[src/rtl/vscale_htif_csr_arbiter_pkg.sv]
// ---------------------------------------------------------------------------
// vscale_htif_csr_arbiter_pkg
//   Shared constants for the HTIF/core CSR port arbiter: CSR port widths,
//   CSR command codes, HTIF PCR width, the arbiter FSM encoding and small
//   helper functions used to build host-side commands and responses.
// ---------------------------------------------------------------------------
package vscale_htif_csr_arbiter_pkg;

    // CSR port geometry (matches the core's control constants)
    localparam int CSR_ADDR_WIDTH = 12;
    localparam int CSR_CMD_WIDTH  = 3;
    localparam int XPR_LEN        = 32;
    localparam int HTIF_PCR_WIDTH = 64;

    // CSR command codes
    localparam logic [CSR_CMD_WIDTH-1:0] CSR_IDLE  = 3'd0;
    localparam logic [CSR_CMD_WIDTH-1:0] CSR_READ  = 3'd4;
    localparam logic [CSR_CMD_WIDTH-1:0] CSR_WRITE = 3'd5;

    // Arbiter FSM encoding
    typedef enum logic [1:0] {
        ARB_IDLE = 2'd0,
        ARB_PEND = 2'd1,
        ARB_RESP = 2'd2
    } arb_state_e;

    // Host requests only ever read or write the whole register.
    function automatic logic [CSR_CMD_WIDTH-1:0] host_cmd(input logic rw);
        return rw ? CSR_WRITE : CSR_READ;
    endfunction

    // The host sees the pre-access CSR value zero-extended to its PCR width.
    function automatic logic [HTIF_PCR_WIDTH-1:0] zext_resp(input logic [XPR_LEN-1:0] v);
        return {{(HTIF_PCR_WIDTH - XPR_LEN){1'b0}}, v};
    endfunction

endpackage

[src/rtl/vscale_htif_csr_arbiter.sv]
// ---------------------------------------------------------------------------
// vscale_htif_csr_arbiter
//   Owns the single access port of the CSR file and shares it between the
//   core pipeline (default owner) and the host HTIF PCR channel. A latched
//   host request is granted as soon as the core leaves the port idle, or
//   after it has waited STARVE_LIMIT busy cycles, in which case the core is
//   stalled for exactly that one cycle.
//
// Ports
//   clk, reset            clock; synchronous active-high reset
//   core_csr_*            core CSR request (addr/cmd/wdata), read data, stall
//   csr_*                 CSR file port (addr/cmd/wdata out, rdata in)
//   htif_pcr_req_*        host request channel (valid/ready, rw, addr, data)
//   htif_pcr_resp_*       host response channel (valid/ready, data)
// ---------------------------------------------------------------------------
module vscale_htif_csr_arbiter
    import vscale_htif_csr_arbiter_pkg::*;
#(
    parameter int STARVE_LIMIT = 16
) (
    input  logic                      clk,
    input  logic                      reset,
    // core side
    input  logic [CSR_ADDR_WIDTH-1:0] core_csr_addr,
    input  logic [CSR_CMD_WIDTH-1:0]  core_csr_cmd,
    input  logic [XPR_LEN-1:0]        core_csr_wdata,
    output logic [XPR_LEN-1:0]        core_csr_rdata,
    output logic                      core_csr_stall,
    // CSR file side
    output logic [CSR_ADDR_WIDTH-1:0] csr_addr,
    output logic [CSR_CMD_WIDTH-1:0]  csr_cmd,
    output logic [XPR_LEN-1:0]        csr_wdata,
    input  logic [XPR_LEN-1:0]        csr_rdata,
    // host request
    input  logic                      htif_pcr_req_valid,
    output logic                      htif_pcr_req_ready,
    input  logic                      htif_pcr_req_rw,
    input  logic [CSR_ADDR_WIDTH-1:0] htif_pcr_req_addr,
    input  logic [HTIF_PCR_WIDTH-1:0] htif_pcr_req_data,
    // host response
    output logic                      htif_pcr_resp_valid,
    input  logic                      htif_pcr_resp_ready,
    output logic [HTIF_PCR_WIDTH-1:0] htif_pcr_resp_data
);

    // The wait counter must be able to hold STARVE_LIMIT itself.
    localparam int CNT_W = (STARVE_LIMIT < 1) ? 1 : $clog2(STARVE_LIMIT + 1);
    localparam logic [CNT_W-1:0] CNT_MAX = CNT_W'(STARVE_LIMIT);

    arb_state_e                state_r;
    logic [CNT_W-1:0]          wait_cnt_r;
    logic                      host_rw_r;
    logic [CSR_ADDR_WIDTH-1:0] host_addr_r;
    logic [XPR_LEN-1:0]        host_data_r;
    logic [XPR_LEN-1:0]        resp_data_r;
    logic                      req_ready_r;
    logic                      resp_valid_r;

    logic                      core_active_s;
    logic                      starved_s;
    logic                      host_grant_s;

    // Only the low XPR_LEN bits of host write data reach the CSR file.
    logic                      unused_req_data_hi_s;
    assign unused_req_data_hi_s = ^htif_pcr_req_data[HTIF_PCR_WIDTH-1:XPR_LEN];

    // Grant decision and CSR port mux; the core owns the port unless granted.
    always_comb begin
        core_active_s = (core_csr_cmd != CSR_IDLE);
        starved_s     = (wait_cnt_r == CNT_MAX);
        host_grant_s  = (state_r == ARB_PEND) && (!core_active_s || starved_s);

        if (host_grant_s) begin
            csr_addr  = host_addr_r;
            csr_cmd   = host_cmd(host_rw_r);
            csr_wdata = host_data_r;
        end else begin
            csr_addr  = core_csr_addr;
            csr_cmd   = core_csr_cmd;
            csr_wdata = core_csr_wdata;
        end

        // A core command displaced by the host must be retried next cycle.
        core_csr_stall = host_grant_s && core_active_s;
        core_csr_rdata = csr_rdata;
    end

    // Host handshake outputs come straight from their registers.
    always_comb begin
        htif_pcr_req_ready  = req_ready_r;
        htif_pcr_resp_valid = resp_valid_r;
        htif_pcr_resp_data  = zext_resp(resp_data_r);
    end

    // Arbiter FSM: latch request, wait for grant, hold response until taken.
    always_ff @(posedge clk) begin
        if (reset) begin
            state_r      <= ARB_IDLE;
            wait_cnt_r   <= {CNT_W{1'b0}};
            host_rw_r    <= 1'b0;
            host_addr_r  <= {CSR_ADDR_WIDTH{1'b0}};
            host_data_r  <= {XPR_LEN{1'b0}};
            resp_data_r  <= {XPR_LEN{1'b0}};
            req_ready_r  <= 1'b1;
            resp_valid_r <= 1'b0;
        end else begin
            case (state_r)
                ARB_IDLE: begin
                    if (htif_pcr_req_valid) begin
                        host_rw_r   <= htif_pcr_req_rw;
                        host_addr_r <= htif_pcr_req_addr;
                        host_data_r <= htif_pcr_req_data[XPR_LEN-1:0];
                        wait_cnt_r  <= {CNT_W{1'b0}};
                        req_ready_r <= 1'b0;
                        state_r     <= ARB_PEND;
                    end else begin
                        state_r     <= ARB_IDLE;
                    end
                end
                ARB_PEND: begin
                    if (host_grant_s) begin
                        // Pre-access value: the CSR file applies the write at this edge.
                        resp_data_r  <= csr_rdata;
                        resp_valid_r <= 1'b1;
                        state_r      <= ARB_RESP;
                    end else if (!starved_s) begin
                        wait_cnt_r   <= wait_cnt_r + {{(CNT_W-1){1'b0}}, 1'b1};
                    end else begin
                        wait_cnt_r   <= wait_cnt_r;
                    end
                end
                ARB_RESP: begin
                    if (htif_pcr_resp_ready) begin
                        resp_valid_r <= 1'b0;
                        req_ready_r  <= 1'b1;
                        state_r      <= ARB_IDLE;
                    end else begin
                        state_r      <= ARB_RESP;
                    end
                end
                default: begin
                    state_r      <= ARB_IDLE;
                    wait_cnt_r   <= {CNT_W{1'b0}};
                    req_ready_r  <= 1'b1;
                    resp_valid_r <= 1'b0;
                end
            endcase
        end
    end

endmodule

[config.mk]
export PLATFORM = sky130hd
export DESIGN_NAME = vscale_htif_csr_arbiter
export DESIGN_NICKNAME = d
export VERILOG_FILES = /design/src/rtl/vscale_htif_csr_arbiter_pkg.sv /design/src/rtl/vscale_htif_csr_arbiter.sv
export SDC_FILE = /design/constraint.sdc
export NUM_CORES = 1
export LEC_CHECK = 0
export BUFFER_PORTS_ARGS = -buffer_cell sky130_fd_sc_hd__buf_2
export CORE_AREA = 2 2 120 122
export DETAILED_ROUTE_END_ITERATION = 16
export DIE_AREA = 0 0 122 124
export GPL_ROUTABILITY_DRIVEN = 0
export PLACE_DENSITY = 0.66
export SLEW_MARGIN = 20
export SYNTH_ARGS = -nofsm -noshare
export SYNTH_HDL_FRONTEND = slang
export SYNTH_SLANG_ARGS = --single-unit
[constraint.sdc]
create_clock -name clk -period 1.75 [get_ports clk]
set_clock_uncertainty 0.1 [all_clocks]
set_input_delay 0.0875 -clock clk [delete_from_list [all_inputs] [get_ports clk]]
set_output_delay 0.0875 -clock clk [all_outputs]
set_load 0.01 [all_outputs]
**Word-level counts from Yosys, hierarchy flattened**

Index checks and enable logic that the tools add are counted.

- Register bits after elaboration: 86
- Input port bits: 160
- Output and inout port bits: 146
- Word-level logic and storage cells: 49

- Add/sub/neg operators: 1
- Eq/ne operators: 8
- Muxes and demuxes: 18
- Bitwise logic cells: 3
- Reduce and logical (&&, ||, !) cells: 11

Operators by type and width:

| operator | count |
|---|---|
| 2-to-1 mux 32 bit | 1 |
| 2-to-1 mux 5 bit | 3 |
| case mux 5 bit (3 select lines) | 1 |
| 2-to-1 mux 12 bit | 1 |
| inequality test 2 bit, second input constant | 5 |
| 2-to-1 mux 1 bit | 6 |
| case mux 1 bit (3 select lines) | 2 |
| case mux 2 bit (3 select lines) | 1 |
| AND reduction 3 bit | 2 |
| adder 5 x 1 -> 5 bit, second input constant | 1 |
| equality test 5 bit, second input constant | 1 |
| 2-to-1 mux 2 bit | 2 |
| AND reduction 2 bit | 2 |
| AND reduction 4 bit | 1 |
| 2-to-1 mux 3 bit | 1 |
| inverter 1 bit | 3 |
| nonzero test 3 bit | 1 |
| equality test 2 x 1 -> 1 bit, second input constant | 1 |
| equality test 2 bit, second input constant | 1 |
| logical AND 1 bit | 2 |
| zero test 2 bit | 1 |
| zero test 1 bit | 1 |
| logical OR 1 bit | 1 |

**Logic depth before layout (Yosys ltp)**

Gate-level depths: netlist of run 1.

- Depth in word-level cells: 6
- Gate-level depth with buffers: 8
- Gate-level depth less buffers: 6

**Least setup slack after synthesis of run 1**

No wires, ideal clock.

- Kind: register -> register
- Start point: register wait_cnt_r[0]
- End point: register wait_cnt_r[1]
- Library setup time: 0.129 ns
- Data arrival time: 1.416 ns
- Required time: 1.521 ns
- Setup slack: 0.105 ns
- Stages on the path, launching flop included: 9
- Buffers on the path: 2
- Period minus slack after synthesis: 1.645 ns
- Cell sequence: dfxtp_1 -> inv_1 -> ha_1 -> and4bb_4 -> o21a_1 -> buf_4 -> buf_6 -> nor2_1 -> o32ai_2

- Word-level cells in the longest chain between the ends: 5
- Elaborated cells between the ends (all ways): 10
- Those cells by class: 1 x add/sub; 3 x eq/ne; 3 x mux; 3 x reduce/logical

Ends and longest elaborated chain:

| what | line | RTL |
|---|---|---|
| from (decl) | vscale_htif_csr_arbiter.sv:51 | `logic [CNT_W-1:0] wait_cnt_r;` |
| from (signal assigned) | vscale_htif_csr_arbiter.sv:99 | `wait_cnt_r <= {CNT_W{1'b0}};` |
| from (signal assigned) | vscale_htif_csr_arbiter.sv:113 | `wait_cnt_r <= {CNT_W{1'b0}};` |
| from (signal assigned) | vscale_htif_csr_arbiter.sv:127 | `wait_cnt_r <= wait_cnt_r + {{(CNT_W-1){1'b0}}, 1'b1};` |
| branches (longest 5 deep; another with adder 5 x 1 -> 5 bit) | -- |  |

Parallel ways; which one is timed is not known. The select of a mux whose other input is x is not followed.
A chain may end at the register's enable or synchronous reset.

**Worst setup path after layout of run 1**

- Start point: register wait_cnt_r[1]
- End point: output csr_addr[8]

- Word-level cells in the longest chain between the ends: 4

Ends and longest elaborated chain:

| what | line | RTL |
|---|---|---|
| equality test 5 bit | vscale_htif_csr_arbiter.sv:70 | `starved_s = (wait_cnt_r == CNT_MAX);` |
| logical OR 1 bit | vscale_htif_csr_arbiter.sv:71 | `host_grant_s = (state_r == ARB_PEND) && (!core_active_s \|\| starved_s);` |
| logical AND 1 bit | vscale_htif_csr_arbiter.sv:71 |  |
| 2-to-1 mux 12 bit | vscale_htif_csr_arbiter.sv:73 | `if (host_grant_s) begin` |
| to (decl) | vscale_htif_csr_arbiter.sv:30 | `output logic [CSR_ADDR_WIDTH-1:0] csr_addr,` |

No other way between the ends.

==> impl_summary.txt, run 1 <==
----------------------------------------------------
[Synthesis]
  Number of synthesized register bits ... 86
  Most used flip-flop cell after synthesis ... dfxtp_1
  Area share of the largest cell type after synthesis ... 0.408
  Most area-hungry cell type in the Yosys netlist ... dfxtp_1
  Synthesized netlist cell count ... 611
  Library cells used by synthesis ... 33
  Synthesized area ... 4220 um2
  Sequential-to-total area share from yosys stat ... 0.408
  Number of synthesized flops with an enable pin ... 0
  Async set-reset flop share out of synthesis ... 0
  Avg Synthesized Cell Area ... 6.91 um2
  Synthesis Warnings ... 0
  Leading post-synthesis cells by cell area ... dfxtp_1, nand2_1, buf_4

[Global route]
  Antenna violations before repair ... 0
  Wire length of the first global-routing pass ... 20,400 um
  Largest net degree at the start of global routing ... 45
  Sum of overflow across all layers after global routing ... 0
  GRT Total Usage ... 0.176
  Number of global-route vias before repair ... 4,290

[Die]
  Total number of placement rows ... 43
  Area of the die ... 15,100 um2
  Die span in x ... 122 um
  Initial Utilization ... 0.308
  Core Area ... 13,700 um2
  I/O pin count ... 306
  Height of the chip ... 124 um

[Timing]
  Normalized max-slew margin ... 0.638
  Number of hold violations in the final report ... 0
  Clock period minus worst slack ... 2.05 ns
  Setup repair after global routing missed its margin ... yes
  Post-route clock period utilization ... 1.17
  Final max-slew violation count ... 0
  Transition at the pin with the smallest max-transition slack ... 0.543 ns
  Count of final setup violators ... 69
  Hold slack final ... 0.112 ns
  Min setup slack post-route ... -0.302 ns
  Max Freq ... 487 MHz

[Status]
  Run status ... finished, violations left
  Violated checks ... negative setup slack

[Detailed routing]
  Number of DRC violations after detailed-routing iteration 0 ... 183
  Post-route ant nets ... 0
  Routed len/inst ... 14.4 um
  Residual DRC count ... 0
  Count of TritonRoute iterations in the first routing pass ... 4
  Final wirelength ... 15,900 um
  Total via count after detailed routing ... 4,901
  Post-detailed-route via-to-cell ratio ... 4.46

[Layout]
  FF/Latch Area ... 1720 um2
  Most common cell after layout, fill and taps aside ... nand2_1
  Final Non-Filler Cells ... 1,098
  Most used cells in the layout excluding fill and tap cells ... nand2_1, buf_2, dfxtp_1
  Total inserted antenna cells ... 0
  Number of filler cells placed in the layout ... 1,271
  Layout cell share with drive strength beyond 1 ... 0.404
  Area delta synth->final ... 68.7%
  Area taken by multi-input logic gates ... 2170 um2
  Net total in the final layout ... 1,075

[CTS]
  Maximum buffer depth of the clock tree ... 2
  Total clock buffers created by CTS ... 9
  H-tree levels ... 3
  Clock-pin slew on the worst setup and hold paths ... 0.06 ns
  Root cell of the clock tree ... clkbuf_16
  TritonCTS clock tree ... yes
  Clk_lat worst skew ... 0.34 ns
  Clock tree sinks ... 86

[Worst setup path]
  CP endpoint kind ... primary output
  Crit path largest cell delay ... 0.33 ns
  Worst-path fanout max ... 5
  Critical path's slowest cell ... dfxtp_2
  Type of the worst setup path ... register to primary output
  Worst Path Arrival ... 1.86 ns
  Critical Path, Cell by Cell ... inv_2, ha_4, and4bb_4, o21ai_4, buf_6, buf_12, nand2_2, nand2_1, buf_2
  Startpoint kind of the worst setup timing path ... register
  Endpoint required time on the critical path ... 1.56 ns

[Placed design]
  HPWL after detailed placement ... 8610 um
  Port Buf Inserts ... 241
  Cell total after placement ... 981

[Power and ir drop]
  Static Leak ... 3.42 nW
  Power per cell area ... 684 nW/um2
  Worst IR Drop VDD ... 0.000357 V

[Run]
  Number of maximum-capacitance violations ... 0

[Worst hold path]
  Hold crit path type ... primary input to register

----------------------------------------------------
[report_power, final]
part | internal, mW | switching (mW)
Clock | 1.00 | 0.763
Sequential | 2.04 | 0.0453
Combinational | 0.507 | 0.513
Total | 3.55 | 1.32
[cells by family (layout without fill, tap and decap cells)]
family          Yosys count  after routing  synth area share
fa+ha+maj                 2              2           0.00592
buf+inv                 106            382             0.164
flops                    86             86             0.408
other cells               1             32          0.000888
simple gates            324            324             0.304
compound gates           92             92             0.117
[worst max-delay path, delay by kind of cell (launching register included)]
| family | cells | cell delay (ns) |
|---|---|---|
| compound gates | 1 | 0.21 |
| fa+ha+maj | 1 | 0.15 |
| flops | 1 | 0.33 |
| simple gates | 3 | 0.33 |
| buf+inv | 4 | 0.50 |
[cell usage after synthesis, types with 2 or more instances]
cell and n:
a21oi_1 82, a31oi_1 2, buf_2 18, buf_4 71
clkbuf_1 12, dfxtp_1 86, ha_1 2, inv_1 4
nand2_1 293, nand2b_1 3, nand3_1 2, nand4_1 2
nor2_1 11, nor3_1 4
[sequential cells by signal, indices dropped and copies added, names as in the netlist]
signal	flops
state_r	2
host_addr_r	12
wait_cnt_r	5
host_rw_r	1
htif_pcr_resp_valid	1
htif_pcr_req_ready	1
resp_data_r	32
host_data_r	32
[stage by stage]
step                      total power [mW]  worst slack [ns]  setup TNS [ns]   util  cell area [um2]
after CTS                             4.83            -0.247          -10.30  0.485             6650
final                                 4.87            -0.302          -13.36  0.519             7130
after detailed placement              2.88            0.0260               0  0.389             5340
after global placement                2.87            0.0409               0  0.389             5340
after global routing                  5.10            -0.405          -20.87  0.519             7130
after floorplan                       2.61             0.105               0      -             4340
[path summary, 6_finish.rpt]
check                           slack, ns  cells after the start          startpoint               to
worst max register to register      -0.10                     10       wait_cnt_r[1]   resp_data_r[6]
worst min-delay path                 0.11                      4  htif_pcr_req_valid    wait_cnt_r[0]
worst max-delay path                -0.30                      9       wait_cnt_r[1]      csr_addr[8]
worst min register to register       0.35                      2     resp_data_r[29]  resp_data_r[29]
[final cells by class]
cell class              instances  share of cell area
well taps                     180              0.0316
multi-input cells             450               0.305
flip-flops and latches         86               0.242
clock inverters                 3             0.00281
repair buffers                362               0.382
inverters                       4             0.00211
clock buffers                  13              0.0351
[repair_timing]
| item | 4_1_cts | 5_1_grt |
|---|---|---|
| hold buffers | 78 | 0 |
| endpoints found under the hold margin | 80 | 0 |
| gates cloned | 6 | 8 |
| pin swaps | 2 | 64 |
| resized for setup | 19 | 88 |
| setup endpoints to repair | 47 | 82 |
| buffers inserted | 6 | 5 |
[routing by layer]
layer | up-vias | wire length, um | GRT usage
met1 | 2218 | 6180 | 0.188
met5 | - | 0 | 0
met3 | 25 | 1080 | 0.0325
li1 | 2437 | - | -
met2 | 221 | 8220 | 0.337
met4 | 0 | 368 | 0.0733
Power figures use the tool's default switching activity.
==> run 2: changes to the inputs <==
--- a/config.mk
+++ b/config.mk
@@ -6,11 +6,11 @@
 export NUM_CORES = 1
 export LEC_CHECK = 0
 export BUFFER_PORTS_ARGS = -buffer_cell sky130_fd_sc_hd__buf_2
-export CORE_AREA = 2 2 120 122
+export CORE_AREA = 2 2 118 120
 export DETAILED_ROUTE_END_ITERATION = 16
-export DIE_AREA = 0 0 122 124
+export DIE_AREA = 0 0 120 122
 export GPL_ROUTABILITY_DRIVEN = 0
-export PLACE_DENSITY = 0.66
+export PLACE_DENSITY = 0.65
 export SLEW_MARGIN = 20
 export SYNTH_ARGS = -nofsm -noshare
 export SYNTH_HDL_FRONTEND = slang
==> constraint.sdc (replaced) <==
create_clock -name clk -period 2.15 [get_ports clk]
set_clock_uncertainty 0.1 [all_clocks]
set_input_delay 0.1075 -clock clk [delete_from_list [all_inputs] [get_ports clk]]
set_output_delay 0.1075 -clock clk [all_outputs]
set_load 0.01 [all_outputs]
==> impl_summary.txt, run 2 (synthesis results as in run 1) <==
----------------------------------------------------
[Status]
  Run status ... complete, no violations

[Power and ir drop]
  Static Leak ... 3.30 nW
  Worst IR Drop VDD ... 0.000305 V
  Power per cell area ... 599 nW/um2
  Total power draw ... 4.02 mW

[Timing]
  Clock period minus worst slack ... 2.07 ns
  Post-route clock period utilization ... 0.964
  Max Freq ... 482 MHz
  Final max-slew violation count ... 0
  Number of hold violations in the final report ... 0
  Final-layout setup total negative slack ... 0 ns
  Count of final setup violators ... 0

[Run]
  Number of maximum-capacitance violations ... 0

[Global route]
  Antenna violations before repair ... 0
  Largest net degree at the start of global routing ... 52
  Wire length of the first global-routing pass ... 19,500 um
  GRT Total Usage ... 0.166
  Sum of overflow across all layers after global routing ... 0
  Number of global-route vias before repair ... 4,216

[Worst setup path]
  End of the worst register-to-register path ... wait_cnt_r[1]
  Worst-path fanout max ... 8
  CP endpoint kind ... primary output
  Worst Reg2Reg Path Length in Cells ... 9
  Startpoint kind of the worst setup timing path ... register
  Origin of the critical flop-to-flop path ... wait_cnt_r[0]
  Worst Path Arrival ... 1.87 ns
  Endpoint required time on the critical path ... 1.94 ns
  Type of the worst setup path ... register to primary output
  Flop-to-flop setup slack ... 0.24 ns

[Layout]
  FF/Latch Area ... 1730 um2
  Net total in the final layout ... 1,068
  Post-layout util ... 0.497
  Area taken by multi-input logic gates ... 1960 um2
  Total inserted antenna cells ... 0
  Most common cell after layout, fill and taps aside ... nand2_1
  Layout cell share with drive strength beyond 1 ... 0.337
  Area delta synth->final ... 58.9%
  Most used cells in the layout excluding fill and tap cells ... nand2_1, buf_2, dfxtp_1
  Biggest registers after layout ... host_data_r (32), resp_data_r (32), host_addr_r (12)
  Number of filler cells placed in the layout ... 1,309

[Placed design]
  HPWL after detailed placement ... 8440 um
  Port Buf Inserts ... 241

[Detailed routing]
  Post-route ant nets ... 0
  Routed len/inst ... 13.4 um
  Final wirelength ... 14,600 um
  Number of DRC violations after detailed-routing iteration 0 ... 166
  Total via count after detailed routing ... 4,784
  Residual DRC count ... 0
  Post-detailed-route via-to-cell ratio ... 4.38
  Count of TritonRoute iterations in the first routing pass ... 4

[CTS]
  TritonCTS clock tree ... yes
  H-tree levels ... 3
  Maximum buffer depth of the clock tree ... 2
  Clock-pin slew on the worst setup and hold paths ... 0.06 ns
  Total clock buffers created by CTS ... 9
  Clock tree sinks ... 86
  Root cell of the clock tree ... clkbuf_16
  Clk_lat worst skew ... 0.34 ns

[Die]
  Initial Utilization ... 0.313
  Core Area ... 13,500 um2
  Height of the chip ... 122 um
  Die span in x ... 120 um
  I/O pin count ... 306
  Area of the die ... 14,600 um2
  Total number of placement rows ... 43

[Worst hold path]
  Hold crit path type ... primary input to register
  Terminating pin of the worst hold path ... wait_cnt_r[1]
  Hold Path Stages ... 4
  Worst Min Path Start ... htif_pcr_req_valid

----------------------------------------------------
==> run 2: area by class of cell <==
class | instances | share of cell area
timing repair buffer | 355 | 0.370
multi-input combinational | 450 | 0.293
sequential | 86 | 0.257
clock buffer | 9 | 0.0336
tap | 180 | 0.0336
clock inverter | 7 | 0.0108
inverter | 4 | 0.00224
==> run 2: where the power goes <==
| part | switching [mW] | total, mW | leakage (nW) | internal, mW |
|---|---|---|---|---|
| logic | 0.382 | 0.749 | 2.46 | 0.367 |
| registers | 0.0345 | 1.70 | 0.703 | 1.66 |
| clock network | 0.671 | 1.58 | 0.142 | 0.904 |
| total | 1.09 | 4.02 | 3.30 | 2.94 |
==> run 2: timing repair <==
action                                  4_1_cts  5_1_grt
hold buffers                                 78        0
pin swaps                                     0        4
endpoints found under the setup margin       28       45
cloned                                        0       11
resized for setup                             4        7
endpoints found under the hold margin        80        0
setup buffers                                 0       11
==> run 2: through the flow <==
step,hold WS (ns),instance area [um2],setup slack [ns],cells
2_1_floorplan,0.143,4340,0.495,642
3_3_place_gp,0.250,5250,0.313,975
3_5_place_dp,0.253,5250,0.307,975
4_1_cts,0.107,6340,0.0223,1069
5_1_grt,0.134,6710,-0.0119,1091
6_report,0.124,6710,0.0769,1091
==> run 2: how the worst max path moves through the flow <==
stage	end	start	depth (start not counted)	slack, ns
floorplan	csr_cmd[0]	wait_cnt_r[0]	8	0.49
CTS	csr_addr[10]	wait_cnt_r[0]	8	0.02
global placement	csr_addr[10]	wait_cnt_r[0]	8	0.31
finish	csr_wdata[16]	wait_cnt_r[0]	9	0.08
detailed placement	csr_addr[10]	wait_cnt_r[0]	8	0.31
global route	csr_wdata[10]	wait_cnt_r[1]	9	-0.01
==> run 2: per-layer routing <==
layer | part of all wire | global-route usage
met1 | 0.41 | 0.188
met2 | 0.51 | 0.303
met3 | 0.063 | 0.0346
met4 | 0.019 | 0.0706
met5 | 0 | 0
==> run 2: worst max-delay path, cell delays in order (launching register included) <==
cell and delay [ns]:
dfxtp_2 0.35, inv_2 0.06, ha_4 0.15, and4bb_4 0.21, o21ai_4 0.16, buf_12 0.19, clkbuf_16 0.16, nand2_1 0.06
nand2_1 0.06, buf_2 0.12
==> run 3: changes to the inputs <==
--- a/config.mk
+++ b/config.mk
@@ -6,11 +6,11 @@
 export NUM_CORES = 1
 export LEC_CHECK = 0
 export BUFFER_PORTS_ARGS = -buffer_cell sky130_fd_sc_hd__buf_2
-export CORE_AREA = 2 2 118 120
+export CORE_AREA = 2 2 117 119
 export DETAILED_ROUTE_END_ITERATION = 16
-export DIE_AREA = 0 0 120 122
+export DIE_AREA = 0 0 119 121
 export GPL_ROUTABILITY_DRIVEN = 0
-export PLACE_DENSITY = 0.65
+export PLACE_DENSITY = 0.66
 export SLEW_MARGIN = 20
 export SYNTH_ARGS = -nofsm -noshare
 export SYNTH_HDL_FRONTEND = slang
==> constraint.sdc (replaced) <==
create_clock -name clk -period 2.5 [get_ports clk]
set_clock_uncertainty 0.1 [all_clocks]
set_input_delay 0.125 -clock clk [delete_from_list [all_inputs] [get_ports clk]]
set_output_delay 0.125 -clock clk [all_outputs]
set_load 0.01 [all_outputs]
==> impl_summary.txt, run 3 (synthesis results as in run 1) <==
----------------------------------------------------
[Worst hold path]
  Worst Min Path Start ... reset
  Hold crit path type ... primary input to register

[Timing]
  Min setup slack post-route ... 0.286 ns
  Number of hold violations in the final report ... 0
  Max Freq ... 452 MHz
  Hold slack final ... 0.155 ns
  Clock period minus worst slack ... 2.21 ns
  Final-layout setup total negative slack ... 0 ns
  Count of final setup violators ... 0
  Setup repair after global routing missed its margin ... no
  Post-route clock period utilization ... 0.885
  Final max-slew violation count ... 0

[Layout]
  Number of filler cells placed in the layout ... 1,295
  Most used cells in the layout excluding fill and tap cells ... nand2_1, buf_2, dfxtp_1
  Post-layout util ... 0.482
  Most common cell after layout, fill and taps aside ... nand2_1
  FF/Latch Area ... 1720 um2
  Post-route cell area ... 6300 um2
  Net total in the final layout ... 1,043
  Area taken by multi-input logic gates ... 1940 um2
  Biggest registers after layout ... host_data_r (32), resp_data_r (32), host_addr_r (12)
  Final Non-Filler Cells ... 1,062
  Total inserted antenna cells ... 0
  Area delta synth->final ... 49.2%
  Layout cell share with drive strength beyond 1 ... 0.308

[Worst setup path]
  Flop-to-flop setup slack ... 0.73 ns
  Endpoint required time on the critical path ... 2.28 ns
  Most prevalent standard cell on the critical path ... nand2_1
  CP Buf/Inv Count ... 3
  Critical path's slowest cell ... dfxtp_1
  Critical Path, Cell by Cell ... inv_1, ha_1, and4bb_4, o21ai_4, buf_4, nand2_1, nand2_1, buf_2
  Worst-path fanout max ... 26
  Startpoint kind of the worst setup timing path ... register
  Category of cells accounting for the largest share of critical-path delay ... buffers and inverters
  Crit path largest cell delay ... 0.35 ns
  Type of the worst setup path ... register to primary output
  Crit path launch ... wait_cnt_r[0]
  CP endpoint kind ... primary output
  Origin of the critical flop-to-flop path ... wait_cnt_r[0]
  Worst Path Arrival ... 1.99 ns

[Global route]
  Largest net degree at the start of global routing ... 53
  Number of global-route vias before repair ... 4,310
  GRT Total Usage ... 0.171
  Sum of overflow across all layers after global routing ... 0
  Antenna violations before repair ... 0
  Wire length of the first global-routing pass ... 20,000 um

[Run]
  Number of maximum-capacitance violations ... 0

[Power and ir drop]
  Static Leak ... 3.09 nW
  Total power draw ... 3.36 mW
  Worst IR Drop VDD ... 0.000243 V
  Power per cell area ... 533 nW/um2

[Detailed routing]
  Post-detailed-route via-to-cell ratio ... 4.35
  Routed len/inst ... 11.9 um
  Final wirelength ... 12,700 um
  Count of TritonRoute iterations in the first routing pass ... 4
  Total via count after detailed routing ... 4,619
  Residual DRC count ... 0
  Post-route ant nets ... 0
  Number of DRC violations after detailed-routing iteration 0 ... 192

[Status]
  Run status ... complete, no violations

[Die]
  Height of the chip ... 121 um
  Area of the die ... 14,400 um2
  Initial Utilization ... 0.323
  Die span in x ... 119 um
  I/O pin count ... 306
  Total number of placement rows ... 42
  Core Area ... 13,100 um2

[CTS]
  Clock-pin slew on the worst setup and hold paths ... 0.06 ns
  H-tree levels ... 3
  Clk_lat worst skew ... 0.33 ns
  TritonCTS clock tree ... yes
  Clock tree sinks ... 86
  Maximum buffer depth of the clock tree ... 2
  Buffers inserted during post-CTS setup optimization ... 0
  Root cell of the clock tree ... clkbuf_16
  Total clock buffers created by CTS ... 9

[Placed design]
  Pre-CTS setup slack ... 0.671 ns
  Port Buf Inserts ... 241
  HPWL after detailed placement ... 8480 um
  Standard cell area after detailed placement ... 5240 um2
  Cell total after placement ... 968

----------------------------------------------------
run 3: cell types whose count changed in the layout (fill, tap and decap cells not counted), sizes merged:
cell / previous run / this run
buf: 268 / 252
clkbuf: 18 / 12
clkinvlp: 2 / 1
inv: 6 / 4
run 3: report_power, final:
part	internal (mW)	switching, mW	leakage, nW
clock	0.772	0.523	0.137
combinational	0.292	0.313	2.26
sequential	1.43	0.0297	0.701
total	2.49	0.865	3.09
run 3: tightest hold or removal path: stages:
cell     delay (ns)
buf_2          0.13
nor2_1         0.13
a311o_1        0.17
run 3: worst paths after layout:
check / cells past startpoint / end
setup reg to reg: 7 / wait_cnt_r[0]
setup / recovery: 8 / csr_wdata[25]
hold / removal: 3 / wait_cnt_r[2]
hold reg to reg: 2 / resp_data_r[15]
run 3: layer usage:
layer	wire length, um	track usage
met1	5340	0.193
met5	0	0
met3	816	0.0371
met2	6290	0.314
met4	203	0.0655
run 3: final cells by class:
cell class	instances	area share
repair buffers	330	0.336
flip-flops and latches	86	0.273
inverters	4	0.00238
well taps	176	0.0349
clock buffers	12	0.0375
multi-input cells	450	0.308
clock inverters	4	0.00754
run 3: what timing repair did:
action                                  4_1_cts  5_1_grt
endpoints found under the hold margin        79        0
gates resized for setup                       0        0
hold buffers                                 78        0
endpoints found under the setup margin        0        0
